**config.mk**
```make
export PLATFORM = sky130hd
export DESIGN_NAME = wisc_pipe_ctrl
export DESIGN_NICKNAME = d
export VERILOG_FILES = /design/src/rtl/wisc_pipe_ctrl.sv
export SDC_FILE = /design/constraint.sdc
export NUM_CORES = 1
export LEC_CHECK = 0
export CAP_MARGIN = 40
export CELL_PAD_IN_SITES_DETAIL_PLACEMENT = 0
export CELL_PAD_IN_SITES_GLOBAL_PLACEMENT = 2
export CORE_MARGIN = 2
export CORE_UTILIZATION = 27
export CTS_BUF_LIST = sky130_fd_sc_hd__clkbuf_4 sky130_fd_sc_hd__clkbuf_8
export CTS_CLUSTER_DIAMETER = 40
export DETAILED_ROUTE_END_ITERATION = 10
export PLACE_DENSITY_LB_ADDON = 0.1
export RECOVER_POWER = 100
export SYNTH_ARGS = -nofsm -noshare
export SYNTH_HDL_FRONTEND = slang
export SYNTH_SLANG_ARGS = --single-unit
export TNS_END_PERCENT = 50
```
**constraint.sdc**
```tcl
create_clock -name clk -period 4 [get_ports clk]
set_input_delay 1.2 -clock clk [delete_from_list [all_inputs] [get_ports clk]]
set_output_delay 1.2 -clock clk [all_outputs]
set_load 0.05 [all_outputs]
```
**src/rtl/wisc_pipe_ctrl.sv**
```systemverilog
// Pipelined control for the 16-bit WISC core: decodes the opcode in ID and carries controls through EX/MEM/WB.
// Handles load-use stalls, branch flush and a sticky halt.
module wisc_pipe_ctrl #(
    parameter int RA_W         = 4,
    parameter int R0_HARDWIRED = 1
) (
    input  logic            clk,
    input  logic            rst_n,
    input  logic            id_valid,
    input  logic [3:0]      id_opcode,
    input  logic [RA_W-1:0] id_rs,
    input  logic [RA_W-1:0] id_rt,
    input  logic [RA_W-1:0] id_rd,
    input  logic            branch_taken,
    output logic            stall,
    output logic            flush,
    output logic            pc_hold,
    output logic            ex_alusrc,
    output logic            ex_pcs,
    output logic            ex_loadbyte,
    output logic [RA_W-1:0] ex_rd,
    output logic            mem_memread,
    output logic            mem_memwrite,
    output logic [RA_W-1:0] mem_rd,
    output logic            mem_regwrite,
    output logic            wb_regwrite,
    output logic            wb_memtoreg,
    output logic [RA_W-1:0] wb_rd,
    output logic            halted
);

    logic d_alusrc, d_pcs, d_loadbyte, d_memread, d_memwrite, d_regwrite, d_memtoreg, d_halt, d_branch;
    logic uses_rs, uses_rt;

    logic            ex_alusrc_reg, ex_pcs_reg, ex_loadbyte_reg, ex_memread_reg;
    logic            ex_memwrite_reg, ex_regwrite_reg, ex_memtoreg_reg, ex_halt_reg;
    logic [RA_W-1:0] ex_rd_reg;
    logic            mem_memread_reg, mem_memwrite_reg, mem_regwrite_reg, mem_memtoreg_reg, mem_halt_reg;
    logic [RA_W-1:0] mem_rd_reg;
    logic            wb_regwrite_reg, wb_memtoreg_reg;
    logic [RA_W-1:0] wb_rd_reg;
    logic            pc_hold_reg, halted_reg;

    logic rd_can_hazard, bubble;

    always_comb begin
        d_alusrc   = 1'b0;
        d_pcs      = 1'b0;
        d_loadbyte = 1'b0;
        d_memread  = 1'b0;
        d_memwrite = 1'b0;
        d_regwrite = 1'b0;
        d_memtoreg = 1'b0;
        d_halt     = 1'b0;
        d_branch   = 1'b0;
        case (id_opcode)
            4'b0000, 4'b0001, 4'b0010, 4'b0011, 4'b0111: d_regwrite = 1'b1;
            4'b0100, 4'b0101, 4'b0110: begin
                d_alusrc   = 1'b1;
                d_regwrite = 1'b1;
            end
            4'b1000: begin
                d_memread  = 1'b1;
                d_memtoreg = 1'b1;
                d_alusrc   = 1'b1;
                d_regwrite = 1'b1;
            end
            4'b1001: begin
                d_alusrc   = 1'b1;
                d_memwrite = 1'b1;
            end
            4'b1010, 4'b1011: begin
                d_alusrc   = 1'b1;
                d_regwrite = 1'b1;
                d_loadbyte = 1'b1;
            end
            4'b1100, 4'b1101: d_branch = 1'b1;
            4'b1110: begin
                d_pcs      = 1'b1;
                d_alusrc   = 1'b1;
                d_regwrite = 1'b1;
            end
            default: d_halt = 1'b1;
        endcase
    end

    always_comb begin
        uses_rt = 1'b0;
        uses_rs = 1'b1;
        case (id_opcode)
            4'b0000, 4'b0001, 4'b0010, 4'b0011, 4'b0111, 4'b1001: uses_rt = 1'b1;
            default: uses_rt = 1'b0;
        endcase
        if (id_opcode == 4'b1100 || id_opcode == 4'b1110 || id_opcode == 4'b1111)
            uses_rs = 1'b0;
    end

    // A load into r0 cannot create a dependency when r0 is wired to zero.
    assign rd_can_hazard = (ex_rd_reg != '0) || (R0_HARDWIRED == 0);
    assign stall = id_valid & ex_memread_reg & rd_can_hazard &
                   ((uses_rs & (ex_rd_reg == id_rs)) | (uses_rt & (ex_rd_reg == id_rt)));
    assign flush  = branch_taken & id_valid & ~stall & ~pc_hold_reg;
    assign bubble = stall | ~id_valid | pc_hold_reg;

    always_ff @(posedge clk) begin
        if (!rst_n) begin
            ex_alusrc_reg    <= 1'b0;
            ex_pcs_reg       <= 1'b0;
            ex_loadbyte_reg  <= 1'b0;
            ex_memread_reg   <= 1'b0;
            ex_memwrite_reg  <= 1'b0;
            ex_regwrite_reg  <= 1'b0;
            ex_memtoreg_reg  <= 1'b0;
            ex_halt_reg      <= 1'b0;
            ex_rd_reg        <= '0;
            mem_memread_reg  <= 1'b0;
            mem_memwrite_reg <= 1'b0;
            mem_regwrite_reg <= 1'b0;
            mem_memtoreg_reg <= 1'b0;
            mem_halt_reg     <= 1'b0;
            mem_rd_reg       <= '0;
            wb_regwrite_reg  <= 1'b0;
            wb_memtoreg_reg  <= 1'b0;
            wb_rd_reg        <= '0;
            pc_hold_reg      <= 1'b0;
            halted_reg       <= 1'b0;
        end else begin
            ex_alusrc_reg    <= ~bubble & d_alusrc;
            ex_pcs_reg       <= ~bubble & d_pcs;
            ex_loadbyte_reg  <= ~bubble & d_loadbyte;
            ex_memread_reg   <= ~bubble & d_memread;
            ex_memwrite_reg  <= ~bubble & d_memwrite;
            ex_regwrite_reg  <= ~bubble & d_regwrite;
            ex_memtoreg_reg  <= ~bubble & d_memtoreg;
            ex_halt_reg      <= ~bubble & d_halt;
            // Branches carry no controls, so they travel on as a plain bubble.
            ex_rd_reg        <= (bubble | d_branch) ? '0 : id_rd;
            mem_memread_reg  <= ex_memread_reg;
            mem_memwrite_reg <= ex_memwrite_reg;
            mem_regwrite_reg <= ex_regwrite_reg;
            mem_memtoreg_reg <= ex_memtoreg_reg;
            mem_halt_reg     <= ex_halt_reg;
            mem_rd_reg       <= ex_rd_reg;
            wb_regwrite_reg  <= mem_regwrite_reg;
            wb_memtoreg_reg  <= mem_memtoreg_reg;
            wb_rd_reg        <= mem_rd_reg;
            pc_hold_reg      <= pc_hold_reg | (~bubble & d_halt);
            halted_reg       <= halted_reg | mem_halt_reg;
        end
    end

    assign pc_hold      = pc_hold_reg;
    assign ex_alusrc    = ex_alusrc_reg;
    assign ex_pcs       = ex_pcs_reg;
    assign ex_loadbyte  = ex_loadbyte_reg;
    assign ex_rd        = ex_rd_reg;
    assign mem_memread  = mem_memread_reg;
    assign mem_memwrite = mem_memwrite_reg;
    assign mem_rd       = mem_rd_reg;
    assign mem_regwrite = mem_regwrite_reg;
    assign wb_regwrite  = wb_regwrite_reg;
    assign wb_memtoreg  = wb_memtoreg_reg;
    assign wb_rd        = wb_rd_reg;
    assign halted       = halted_reg;

endmodule
```
# Yosys cells after proc, flatten, opt, wreduce, memory -nomap -nowiden
# Cells that the tools add are included.
[totals] in_bits=20 elab_cells=82 register_bits=27 output_inout_bits=24
[classes] n_eq_ne=17 reduce_logical=11 bitwise=26 muxes=10
[ops] op="4-bit equality test (second input constant)" count=8
[ops] op="4-bit by 3-bit equality test with 1-bit output (second input constant)" count=4
[ops] op="1-bit AND" count=15
[ops] op="15-bit OR reduction" count=1
[ops] op="12-bit OR reduction" count=1
[ops] op="1-bit 2-to-1 mux" count=10
[ops] op="4-bit by 2-bit equality test with 1-bit output (second input constant)" count=2
[ops] op="4-bit equality test" count=2
[ops] op="8-bit OR reduction" count=1
[ops] op="1-bit bitwise OR" count=6
[ops] op="2-bit OR reduction" count=3
[ops] op="6-bit OR reduction" count=1
[ops] op="1-bit inverter" count=5
[ops] op="4-bit by 1-bit equality test with 1-bit output (second input constant)" count=1
[ops] op="4-bit zero test" count=1
[ops] op="4-bit nonzero test" count=1
[ops] op="1-bit logical OR" count=2

# Logic depth before layout (Yosys ltp)
# Gate-level depths: netlist (run 1).
[depth] word_depth=12 ltp_mapped=5 depth_no_buf=4

# Worst setup path before layout (run 1)
# OpenSTA, ideal clock, no wires.
[synth_path] kind="in2out" start="in id_opcode[0]" end="out flush" path_stages=5 arrival_time_ps=2771 setup_slack_ps=29 required_ps=2800 n_path_buf=1 cell_sequence="nor2b_1 o21ai_1 nor3_2 buf_6 nor3_1"
[synth_via] elab_chain_cells=10 word_cells_on_any_way=21 cone_classes="eq/ne: 8; mux: 2; bitwise: 7; reduce/logical: 4"
[synth_rtl] element="from (decl)" line_no="10" source="input logic [3:0] id_opcode,"
[synth_rtl] element="branches (longest 5 deep; another with 6-bit OR reduction)"
[synth_rtl] element="1-bit bitwise OR *" line_no="101" source="((uses_rs & (ex_rd_reg == id_rs)) | (uses_rt & (ex_rd_reg == id_rt)));"
[synth_rtl] element="1-bit AND *" line_no="100" source="assign stall = id_valid & ex_memread_reg & rd_can_hazard &"
[synth_rtl] element="1-bit inverter *" line_no="102" source="assign flush = branch_taken & id_valid & ~stall & ~pc_hold_reg;"
[synth_rtl] element="1-bit AND * (2 in series)" line_no="102"
[synth_rtl] element="to (decl)" line_no="16" source="output logic flush,"
# Every way passes the cells marked *.

# Worst setup path after layout (run 1)
[layout_path] start="in id_rt[3]" end="out stall"
[layout_via] elab_chain_cells=4
[layout_rtl] element="from (decl)" line_no="12" source="input logic [RA_W-1:0] id_rt,"
[layout_rtl] element="4-bit equality test" line_no="101"
[layout_rtl] element="1-bit AND" line_no="101"
[layout_rtl] element="1-bit bitwise OR" line_no="101"
[layout_rtl] element="1-bit AND" line_no="100"
[layout_rtl] element="to (decl)" line_no="15" source="output logic stall,"
# Every way passes these cells.

==> results.toml, run 1 <==
[status]
status = "complete, no violations"

[grt]
grt_pass1_wl_um = 3860
antenna_found_initial = 0
grt_overflow = 0
grtUsageTotal_pct = 12.0
grt_pass1_vias = 858
grt_max_degree = 18

[logic_synthesis]
synth_seq_cells = 27
synth.top_cell.area_share_pct = 54.2
ys_warn_count = 0
synth_area_leaders = "dfxtp_1 54%, and2_1 8.8%, nor4_2 5.0%"
syn-num-nets = 115
synth_commonest_cells = "27 x dfxtp_1, 14 x and2_1, 10 x nand2_1"
ys_async_sr_fraction_pct = 0
synth_edf_count = 0
synth_area_per_cell_um2 = 10.5
netlist_instances = 95
synth.largest_area_cell = "dfxtp_1"
yosys.cell_types.count = 26
yosysMostFrequentCell = "dfxtp_1"
netlist_area_um2 = 997
ys.flop_type = "dfxtp_1"
ys_seq_area_share_pct = 54.2

[min_path]
hold_end = "mem_regwrite$_SDFF_PN0_"
hold_path_depth = 1
holdCritPathClass = "reg2reg"
min-delay-start = "ex_regwrite_reg$_SDFF_PN0_"

[cells_and_area]
antenna_cells = 0
drive_gt1_share_pct = 14.6
syn2layout_area_growth_pct = 60.7
nets = 172
multi_input_area_um2 = 417
stdcell_count = 199
fillers = 370
final_area_um2 = 1600
seq_area_um2 = 541

[route]
routed_wl_um = 2250
drc = 0
drt_iter0_drc = 13
num_vias = 838
wl_per_cell_um = 11.3
vias_per_cell = 4.21
ant_nets = 0
firstDrtPassIters = 4

[power_and_ir_drop]
p_comb_share_pct = 15.9
p_total_mw = 0.511
vdd_ir_drop_max_mv = 0.116
internal-power_mw = 0.382
power.density_nw_per_um2 = 319
switchingPower_mw = 0.129
p_clk_share_pct = 29.6
p_seq_share_pct = 54.4
p_leak_nw = 0.724
swShare_pct = 25.3

[placed_design]
pre_cts_ws_ns = -0.0567
hpwlAfterDp_um = 1750
dp.cells = 194
gp_congestion = 0.723
port_buffers = 43
dpl_cell_area_um2 = 1550

[timing]
slew_viol_final = 0
hold_viol = 0
post-route-min-period_ns = 3.92
worst_slew_pin_slew_ns = 0.545
hold-worst-slack_ns = 0.443
slew_headroom_pct = 63.7
setup_violations = 0
rsz0062_at_grt = "no"
fin_skew_ns = 0.00671
fin_crit_sh_pct = 98.1
maxClockFrequency_ghz = 0.255
setup_ws_ns = 0.0766

[die]
die_area_um2 = 4200
row_count = 22
io_pins = 44
chipHeight_um = 64.8
floorplan.initialDensity_pct = 27.7
coreArea_um2 = 3610
chipWidth_um = 64.8

[clock_network]
insertion_delay_ns = 0.27
cts.clk_slew.worst_paths_ns = 0.09
cts_tree = "built"
cts_buffers = 3
hold_buffers = 0
clock_path_buffers = 2
h-tree-depth = 1
clock-sinks = 27
ctsRootBufferMaster = "clkbuf_8"

[flow_run]
maxCapViolations = 0

[worst_setup_path]
r2r_slack_ns = 2.18
crit_fanout = 4
crit_path_start_kind = "primary input"
regToRegStartpoint = "ex_rd[3]$_SDFF_PP0_"
worstPathArrival_ns = 2.72
end_kind = "primary output"
crit_required_ns = 2.80
worst-r2r-cell-count = 6
r2r-end = "ex_regwrite_reg$_SDFF_PN0_"
path_class = "in2out"
## worst max-delay path by stage
stage	startpoint	to	cells after the start
2_1_floorplan	id_opcode[0]	flush	5
3_3_place_gp	id_opcode[1]	stall	6
3_5_place_dp	id_opcode[0]	stall	7
4_1_cts	id_opcode[0]	stall	6
5_1_grt	id_rt[3]	stall	6
6_report	id_rt[3]	stall	6
## cells by family after synthesis
group / Yosys count / synth area share [%]
AO/OA/AOI/OAI: 8 / 5.90
XOR/XNOR: 8 / 7.03
adder cells (fa/ha/maj): 1 / 1.00
buffers and inverters: 5 / 3.39
flip-flops: 27 / 54.2
AND/OR/NAND/NOR: 46 / 28.5
## through the flow
step | TNS [ns] | utilization (%)
6_report | 0 | 44.4
5_1_grt | 0 | 44.4
4_1_cts | 0 | 44.6
3_5_place_dp | -0.0567 | 43.0
3_3_place_gp | 0 | 43.0
2_1_floorplan | 0 | -
## layer usage
layer,track usage [%],up-vias,wire [µm]
met5,0,-,0
met4,4.79,0,34
met3,2.26,4,120
met2,19.1,29,1040
met1,15.9,374,1050
li1,-,431,-
## layout by cell type, fill, tap and decap left out, types with 2 or more instances in the layout
master / instances
nor2_1: 2
nor3_1: 6
dlymetal6s2s_1: 3
and2_1: 9
nand2_1: 9
nor4_1: 4
clkdlybuf4s50_1: 15
xor2_1: 3
nand3b_1: 2
buf_4: 12
and2_0: 5
dlygate4sd3_1: 23
a31oi_1: 2
o21ai_1: 2
clkbuf_8: 3
xnor2_1: 5
dfxtp_1: 27
inv_1: 2
## layout make-up
type                       instances  area share (%)
multi-input combinational         63            26.0
sequential                        27            33.7
clock inverter                     1           0.312
clock buffer                       3            2.58
inverter                           2           0.468
timing repair buffer              55            33.2
tap                               48            3.75
## timing repair
action	in CTS	in global routing
setup buffers	0	1
gates resized for setup	2	4
gates cloned	0	0
pin swaps	0	4
endpoints found under the setup margin	1	2
## power groups by stage
stage                     sequential, mW  clock, mW  combinational, mW
final                              0.278      0.152             0.0813
after global routing               0.280      0.174             0.0872
after CTS                          0.279      0.160             0.0860
after detailed placement           0.285          0             0.0847
after global placement             0.285          0             0.0847
after floorplan                    0.302          0             0.0231
## worst max-delay path, stage by stage
cell and delay, ns:
clkdlybuf4s50_1 0.42, xor2_1 0.15, a2111o_1 0.38, nor3_4 0.25, or2_1 0.18, buf_12 0.14
Power figures use the tool's default switching activity.
==> run 2: changes to the inputs <==
==> constraint.sdc (replaced) <==
create_clock -name clk -period 4.85 [get_ports clk]
set_input_delay 1.455 -clock clk [delete_from_list [all_inputs] [get_ports clk]]
set_output_delay 1.455 -clock clk [all_outputs]
set_load 0.05 [all_outputs]
==> run 2 against run 1 <==
First-iteration DRC count is 62% higher. Wire length is 5.8% lower. Count of clock-buffer cells in the layout stayed put. Cell area is 4.3% lower. Clock power is 20% lower. Sequential power is 17% lower. Critical path depth stayed put. Via count is 3.8% lower. Flip-flop and latch count stayed put. Critical path type unchanged. Largest cell class unchanged.
==> results.toml, run 2 (synthesis results as in run 1) <==
[cells_and_area]
fillers = 376
antenna_cells = 0
syn2layout_area_growth_pct = 53.8
final_common_cell = "dfxtp_1"
final_area_um2 = 1530
drive_gt1_share_pct = 9.79
nets = 164
layout_common_cells = "27 x dfxtp_1, 24 x dlygate4sd3_1, 17 x clkdlybuf4s50_1"

[clock_network]
hold_buffers = 0
insertion_delay_ns = 0.26
clock-sinks = 27
cts.clk_slew.worst_paths_ns = 0.08
postCtsSetupBuffers = 0
cts_buffers = 3
clock_path_buffers = 2
ctsRootBufferMaster = "clkbuf_8"
cts_resized = 0
h-tree-depth = 1
cts_tree = "built"

[grt]
antenna_found_initial = 0
grt_max_degree = 18
grtUsageTotal_pct = 10.7
grt_overflow = 0
grt_pass1_vias = 756
grt_pass1_wl_um = 3470

[die]
coreArea_um2 = 3610
io_pins = 44
chipHeight_um = 64.8
die_area_um2 = 4200
row_count = 22
floorplan.initialDensity_pct = 27.7
chipWidth_um = 64.8

[timing]
setup_ws_ns = 0.207
worst_slew_pin_slew_ns = 0.508
hold-worst-slack_ns = 0.437
post-route-min-period_ns = 4.64
rsz0062_at_grt = "no"
setup_violations = 0
fin_skew_ns = 0.00552
slew_headroom_pct = 66.0
maxClockFrequency_ghz = 0.215
fin_crit_sh_pct = 95.7
slew_viol_final = 0
hold_viol = 0
setup_tns_ns = 0

[worst_setup_path]
crit_path_start_kind = "primary input"
worstPathArrival_ns = 3.19
crit_fanout = 5
r2r_slack_ns = 3.10
regToRegStartpoint = "ex_rd[3]$_SDFF_PP0_"
r2r-end = "ex_regwrite_reg$_SDFF_PN0_"
worst-r2r-cell-count = 5
end_kind = "primary output"
path_class = "in2out"
crit_required_ns = 3.39

[min_path]
min-delay-start = "ex_halt_reg$_SDFF_PN0_"
hold_path_depth = 1
hold_end = "mem_halt_reg$_SDFF_PN0_"
holdCritPathClass = "reg2reg"

[power_and_ir_drop]
power.density_nw_per_um2 = 270
p_leak_nw = 0.649
vdd_ir_drop_max_mv = 0.0903

[route]
wl_per_cell_um = 11.1
routed_wl_um = 2120
drc = 0
drt_iter0_drc = 21
vias_per_cell = 4.22
num_vias = 806
firstDrtPassIters = 4
ant_nets = 0

[placed_design]
hpwlAfterDp_um = 1680
gp_congestion = 0.716
dpl_cell_area_um2 = 1500
pre_cts_ws_ns = 0.306
port_buffers = 43

[status]
status = "complete, no violations"

[flow_run]
maxCapViolations = 0
[run 2: changes by cell type in the layout (fill, tap and decap cells not counted), sizes merged]
cell	before	now
buf	13	5
clkdlybuf4s50	15	17
dlygate4sd3	23	24
dlymetal6s2s	3	0
[run 2: routing by layer]
| metal | routed length (µm) | global-route usage (%) |
|---|---|---|
| met3 | 136 | 2.26 |
| met1 | 1010 | 14.5 |
| met5 | 0 | 0 |
| met4 | 18 | 3.99 |
| met2 | 948 | 16.6 |
[run 2: critical path, cell delays in order]
cell and delay, ns:
dlygate4sd3_1 0.61, nand2_1 0.12, a2111o_1 0.45, nor3_2 0.21
or2_1 0.20, buf_12 0.15
[run 2: cell type report]
type,instances,area [µm²],area share (%)
well taps,48,60.1,3.92
flip-flops and latches,27,541,35.2
clock buffers,3,41.3,2.69
inverters,2,7.51,0.489
clock inverters,1,5.00,0.326
repair buffers,47,464,30.3
multi-input cells,63,415,27.1
[run 2: worst max path at each step]
| stage | cells after the start | endpoint | slack, ns | from |
|---|---|---|---|---|
| CTS | 6 | stall | 0.28 | id_opcode[1] |
| finish | 6 | stall | 0.21 | id_opcode[1] |
| detailed placement | 6 | stall | 0.31 | id_opcode[0] |
| floorplan | 5 | flush | 0.37 | id_opcode[0] |
| global placement | 6 | stall | 0.33 | id_opcode[1] |
| global route | 6 | stall | 0.08 | id_opcode[1] |
[run 2: power breakdown]
group	switching (mW)	internal [mW]	leakage (nW)	total (mW)
Combinational	0.0347	0.0280	0.404	0.0627
Clock	0.0651	0.0573	0.0255	0.122
Sequential	0.00301	0.227	0.219	0.230
Total	0.103	0.312	0.649	0.415
[run 2: through the flow]
stage / cells / util [%] / power (mW)
final: 191 / 42.5 / 0.415
after global routing: 191 / 42.5 / 0.439
after CTS: 191 / 42.9 / 0.426
after detailed placement: 187 / 41.6 / 0.300
after global placement: 187 / 41.6 / 0.301
after floorplan: 95 / - / 0.268
==> run 3: changes to the inputs <==
--- a/config.mk
+++ b/config.mk
@@ -11,10 +11,10 @@
 export CORE_MARGIN = 2
 export CORE_UTILIZATION = 27
 export CTS_BUF_LIST = sky130_fd_sc_hd__clkbuf_4 sky130_fd_sc_hd__clkbuf_8
-export CTS_CLUSTER_DIAMETER = 40
 export DETAILED_ROUTE_END_ITERATION = 10
 export PLACE_DENSITY_LB_ADDON = 0.1
 export RECOVER_POWER = 100
+export SETUP_SLACK_MARGIN = 0.5
 export SYNTH_ARGS = -nofsm -noshare
 export SYNTH_HDL_FRONTEND = slang
 export SYNTH_SLANG_ARGS = --single-unit
==> run 3 against run 2 <==
Critical path depth unchanged. Via count increased by 0.62%. Register-to-register slack got worse by 0.10 ns. Cell count increased by 0.52%. Sequential power about the same. Die area stayed put. Global-route usage grew 0.28 points. Maximum frequency rose by 7.0%. Power fell by 0.45%. Clock skew is essentially flat.
==> results.toml, run 3 (synthesis results as in run 1) <==
[die]
row_count = 22
coreArea_um2 = 3610
chipWidth_um = 64.8
io_pins = 44
die_area_um2 = 4200
floorplan.initialDensity_pct = 27.7
chipHeight_um = 64.8

[grt]
antenna_found_initial = 0
grtUsageTotal_pct = 11.0
grt_pass1_vias = 776
grt_overflow = 0
grt_pass1_wl_um = 3610
grt_max_degree = 18

[route]
wl_met3_um = 116
wl_per_cell_um = 11.3
routed_wl_um = 2160
num_vias = 811
top_layer = "met4"
ant_nets = 0
drt-met1-wl_um = 1050
firstDrtPassIters = 3
drt_iter0_drc = 24
routed-wl-met2_um = 975
vias_per_cell = 4.22
drc = 0

[flow_run]
maxCapViolations = 0

[worst_setup_path]
cpPeakStageDelay_ns = 0.52
crit_path_start_kind = "primary input"
path_class = "in2out"
crit_required_ns = 3.39
end_kind = "primary output"
worst-r2r-cell-count = 6
crit_start = "id_valid"
worstPathCellList = "clkdlybuf4s50_1 > nand3_1 > nor3_1 > buf_4 > or2_4 > buf_12"
worstPathArrival_ns = 2.88
path_buf_inv = 3
regToRegStartpoint = "ex_rd[3]$_SDFF_PP0_"
cp_slowest_cell = "clkdlybuf4s50_1"
crit_fanout = 7
cp.depth = 6
cp_top_family = "buffers and inverters"

[placed_design]
pre_cts_ws_ns = 0.258
hpwlAfterDp_um = 1660
gp_congestion = 0.718
port_buffers = 43

[cells_and_area]
drive_gt1_share_pct = 10.4
utilization_pct = 42.4
antenna_cells = 0
fillers = 384
final_common_cell = "dfxtp_1"
nets = 165
layout_common_cells = "27 x dfxtp_1, 23 x dlygate4sd3_1, 11 x and2_1, 11 x clkdlybuf4s50_1, 10 x nand2_1"
syn2layout_area_growth_pct = 53.5

[clock_network]
ctsRootBufferMaster = "clkbuf_8"
cts.clk_slew.worst_paths_ns = 0.08
h-tree-depth = 1
insertion_delay_ns = 0.26
clock_path_buffers = 2
cts_buffers = 3
cts_tree = "built"
clock-sinks = 27

[timing]
worst_slew_pin_slew_ns = 0.509
setup_tns_ns = 0
setup_ws_ns = 0.512
post-route-min-period_ns = 4.34
slew_headroom_pct = 66.0
setup_violations = 0
maxClockFrequency_ghz = 0.231
fin_crit_sh_pct = 89.4
slew_viol_final = 0
rsz0062_at_grt = "no"
fin_skew_ns = 0.00563
hold_viol = 0

[status]
status = "complete, no violations"

[min_path]
hold_path_depth = 1
holdCritPathClass = "reg2reg"
min-delay-start = "ex_halt_reg$_SDFF_PN0_"

[power_and_ir_drop]
vdd_ir_drop_max_mv = 0.0982
power.density_nw_per_um2 = 270
p_leak_nw = 0.681
## run 3: cell count changes in the layout (fill, tap and decap cells not counted), sizes merged
| cell | previous run | this run |
|---|---|---|
| clkdlybuf4s50 | 17 | 11 |
| dlygate4sd2 | 0 | 6 |
| buf | 5 | 7 |
| clkbuf | 4 | 3 |
| clkdlybuf4s15 | 0 | 1 |
| dlygate4sd3 | 24 | 23 |
## run 3: final timing paths
path                           endpoint  slack, ns
min reg2reg     mem_halt_reg$_SDFF_PN0_       0.44
max reg2reg  ex_regwrite_reg$_SDFF_PN0_       3.00
min             mem_halt_reg$_SDFF_PN0_       0.44
max                               stall       0.51
## run 3: through the flow
stage	instance area (µm²)	total power [mW]	std cells	hold slack (ns)
floorplan	1000	0.269	95	0.412
global placement	1500	0.301	187	0.417
detailed placement	1500	0.301	187	0.419
CTS	1560	0.425	192	0.441
global route	1530	0.437	192	0.468
finish	1530	0.413	192	0.438
## run 3: per-layer routing
layer / vias up / track usage, %
met3: 2 / 2.43
li1: 417 / -
met5: - / 0
met4: 0 / 3.99
met1: 364 / 15.0
met2: 28 / 16.9
## run 3: report_power, final
| group | leakage (nW) | switching, mW | internal (mW) |
|---|---|---|---|
| clock network | 0.0255 | 0.0649 | 0.0573 |
| registers | 0.219 | 0.00300 | 0.227 |
| logic | 0.436 | 0.0349 | 0.0262 |
| total | 0.681 | 0.103 | 0.310 |
## run 3: area by class of cell
type	instances	area [µm²]	share of cell area, %
well taps	48	60.1	3.92
clock buffers	3	41.3	2.70
clock inverters	1	5.00	0.327
inverters	2	7.51	0.491
multi-input cells	63	408	26.7
repair buffers	48	468	30.6
flip-flops and latches	27	541	35.3
## run 3: what timing repair did
| action | in CTS | in global routing |
|---|---|---|
| pin swaps | 3 | 2 |
| hold buffers | 0 | 0 |
| setup buffers | 1 | 0 |
| setup endpoints to repair | 2 | 2 |
| gates cloned | 0 | 0 |
| resized for setup | 10 | 3 |
==> patch 1: new RTL, config.mk and constraints of run 2 <==
`RA_W`: 4 -> 5.
--- a/src/rtl/wisc_pipe_ctrl.sv
+++ b/src/rtl/wisc_pipe_ctrl.sv
@@ -1,7 +1,7 @@
 // Pipelined control for the 16-bit WISC core: decodes the opcode in ID and carries controls through EX/MEM/WB.
 // Handles load-use stalls, branch flush and a sticky halt.
 module wisc_pipe_ctrl #(
-    parameter int RA_W         = 4,
+    parameter int RA_W         = 5,
     parameter int R0_HARDWIRED = 1
 ) (
     input  logic            clk,
Ports: changed (6 resized); port bits go from 44 to 50. No check against the original RTL was run, so the function may have changed too.
==> patch 1 against run 2 <==
Synthesized area up 12%; sequential share of layout area decreased by 1.1 points; total power is 23% higher; sequential cell count up 3; sequential power rose by 11%; cell area increased by 15%; wire length up 20%; die area up 12%; register-to-register slack worse by 300 ps; combinational power is 16% higher; via count increased by 13%; clock skew decreased by 4.3 ps; setup slack gained 57 ps; critical path type unchanged; largest power group unchanged.
==> patch 1: results (changes against run 2) <==
- Post-CTS Resized: 0 (unchanged)
- First-pass detailed-route iteration total: 3 (-1)
- Crit path from: id_opcode[1]
- Crit-path leading delay family: buffers and inverters
- Synth area leaders: dfxtp_1 (54%), and2_1 (8.9%), xnor2_1 (7.0%)
- Critical Path AT: 3130 ps (-60 ps)
- Slowest CP cell: dlygate4sd3_1
- Reg2Reg Depth: 5 (unchanged)
- Syn_nets: 127 (+10%)
- Total Wirelength: 2.54 mm (+20%)
- Initial antenna violation count: 0 (unchanged)
- Proportion of layout cells with a drive suffix above 1: 0.118 (+0.0201)
- Worst-case clock buffer depth: 2 (unchanged)
- First-pass GRT wire length: 3.93 mm (+13%)
- Worst Path Max Fanout: 6 (+1)
- Worst R2R Setup Slack: 2800 ps (-300 ps)
- Most frequent cells after synthesis: dfxtp_1 (30), and2_1 (16), xnor2_1 (9)
- Via Count: 910 (+13%)
- Post-route ant nets: 0 (unchanged)
- DP Worst Slack: 373 ps (+66.2 ps)
- # diodes: 0 (unchanged)
- Routability cong.: 0.761 (+6.3%)
- Slew margin rel.: 0.641 (-0.0189)
- WHS: 432 ps (-5.88 ps)
- VDD IR max: 0.000126 V (+40%)
- Switching portion of total power: 0.255 (+0.00695)
- Seq/Total Area, Yosys: 0.536 (-0.00632)
- DPL Wire Length: 1.99 mm (+18%)
- Reg-to-Reg Start: ex_rd[3]
- CP peak stage delay: 610 ps (about the same)
- Htree depth: 2 (+1)
- Gr usage total: 0.116 (+0.00929)
- Number of global-route vias before repair: 881 (+17%)
- # port buffers: 49 (+14%)
- Post-layout minimum cycle time: 4590 ps (-56.8 ps)
- P_seq: 256 uW (+11%)
- Nets: 184 (+12%)
- Setup Skew: 1.24 ps (-4.28 ps)
- Pint: 381 uW (+22%)
- Pin count of the biggest net entering global routing: 20 (+2)
- Placed cell count: 204 (+9.1%)
- Drt initial violations: 49 (+130%)
- Worst-path clk slew: 60 ps (-20 ps)
- CTS Buf Count: 5 (+2)
- Cells after Synth: 104 (+9.5%)
- Placed cell area: 1690 um^2 (+13%)
- Status: completed
- Netlist cell types: 30 (+15%)
- Final Non-Filler Cells: 211 (+10%)
- P_comb: 72.8 uW (+16%)
- Leakage: 0.000743 uW (+14%)
## patch 1: cell types whose count changed after synthesis, moves of 2 or more
cell and delta:
and2_1 +2, nand2_1 -3, dfxtp_1 +3, a21oi_1 +3, o21ai_1 -2, a31oi_1 -2, xor2_1 -2, xnor2_1 +4
mux2i_1 +2
## patch 1: final cells by class
cell class                      instances  area, um^2
Fill cell                             399        2240
Sequential cell                        30         601
Timing Repair Buffer                   53         528
Multi-Input combinational cell         69         480
Clock buffer                            5        68.8
Tap cell                               50        62.6
Clock inverter                          2        10.0
Inverter                                2        7.51
## patch 1: cell families after synthesis
group	share of synthesized area
AND/OR/NAND/NOR	0.281
flip-flops	0.536
XOR/XNOR	0.0781
AO/OA/AOI/OAI	0.0547
buffers and inverters	0.0234
multiplexers	0.0179
adder cells (fa/ha/maj)	0.00893
## patch 1: per-layer routing
layer,track usage,up-vias,wire length [um]
li1,-,467,-
met1,0.137,413,1130
met2,0.185,26,1240
met3,0.0345,4,137
met4,0.0675,0,36
met5,0,-,0
==> patch 2: new RTL, settings of run 2 <==
Made on the original files. Make the reset (`rst_n`) asynchronous in one clocked block.
--- a/src/rtl/wisc_pipe_ctrl.sv
+++ b/src/rtl/wisc_pipe_ctrl.sv
@@ -102,7 +102,7 @@
     assign flush  = branch_taken & id_valid & ~stall & ~pc_hold_reg;
     assign bubble = stall | ~id_valid | pc_hold_reg;
 
-    always_ff @(posedge clk) begin
+    always_ff @(posedge clk or negedge rst_n) begin
         if (!rst_n) begin
             ex_alusrc_reg    <= 1'b0;
             ex_pcs_reg       <= 1'b0;
Function: differs if rst_n is asserted again (counterexample within 4 cycles, from zero or initial values and one cycle with rst_n low); with rst_n held inactive, the same outputs for 10 cycles.
==> patch 2 against run 2 <==
Maximum frequency rose by 1.2%; via count up 0.12%; cell area up 3.2%; synthesized cell count down 11%; setup slack improved by 57 ps; sequential cell count is the same; total power increased by 16%; die area grew 5.1%; utilization grew 0.37 points; synthesized area rose by 5.4%; wire length increased by 10%; critical path type unchanged.
==> patch 2: results (changes against run 2) <==
- Post-Synth XOR/XNOR Area: 0.0667 (-0.00360)
- Switching pwr: 146 uW (+42%)
- Syn Area/Cell: 12.4 um^2 (+18%)
- Met1 track utilization from global routing: 0.150 (+0.00553)
- Hold Path Depth: 0 (-1)
- Met2 WL post-DR: 1.16 mm (+22%)
- Status: completed
- Worst Path Max Fanout: 8 (+3)
- Global Route met2 Usage: 0.171 (+0.00501)
- Post-CTS setup buffer count: 0 (unchanged)
- Pwr dens: 305 nW/um^2 (+13%)
- First-pass GRT wire length: 3.59 mm (+3.6%)
- Number of global-route vias before repair: 712 (-5.8%)
- Clk root buf: clkbuf_8
- Worst-path clk slew: 80 ps (about the same)
- Fill cell count: 395 (+5.1%)
- DP Worst Slack: 363 ps (+57.0 ps)
- Syn_nets: 105 (-8.7%)
- Gr usage total: 0.112 (+0.00491)
- WL met3: 132 um (-2.9%)
- Seq/Total Area, Yosys: 0.643 (+0.101)
- Synth area leaders: dfrtp_1 (64%), xnor2_1 (5.8%), nor3_1 (4.8%)
- Via Count: 807 (+0.12%)
- Compound-Gate Fraction of Synth Area: 0.0488 (-0.0102)
- Routability cong.: 0.795 (+11%)
- Reg2Reg Depth: 5 (unchanged)
- Netlist cell types: 24 (-7.7%)
- P_comb: 113 uW (+80%)
- Pin count of the biggest net entering global routing: 28 (+10)
- Sequential power share: 0.505 (-0.048)
- Setup Skew: 8.00 ps (+2.48 ps)
- Slew margin rel.: 0.0533 (-0.607)
- Placed cell count: 177 (-5.3%)
- Adder-cell share of the synthesized area: 0 (-0.0100)
- Drt initial violations: 59 (+180%)
- Nets: 154 (-6.1%)
- Proportion of layout cells with a drive suffix above 1: 0.0902 (-0.00768)
- Design Area, Final: 1580 um^2 (+3.2%)
- Fraction of registers with async set/reset: 1.00 (+1.00)
-- patch 2: changes by cell type after synthesis, sizes merged, moves of 3 or more --
cell   before  now
dfrtp       0   27
dfxtp      27    0
and2       14    0
nand3       2    9
nand2      10    5
nor4        5    2
-- patch 2: area by class of cell --
class	instances	area share
Sequential cell	27	0.427
Timing Repair Buffer	47	0.289
Tap cell	48	0.0379
Inverter	1	0.00237
Clock inverter	1	0.00474
Clock buffer	3	0.0261
Multi-Input combinational cell	54	0.213
-- patch 2: final timing paths --
| path | slack (ps) | startpoint | endpoint |
|---|---|---|---|
| hold reg to reg | 350 | ex_regwrite_reg | mem_regwrite |
| max in group asynchronous | 1980 | rst_n | mem_rd[3] |
| setup / recovery | 260 | id_opcode[1] | stall |
| setup reg to reg | 2860 | ex_rd[0] | ex_regwrite_reg |
| min in group asynchronous | 2040 | rst_n | ex_loadbyte |
| hold / removal | 350 | ex_regwrite_reg | mem_regwrite |
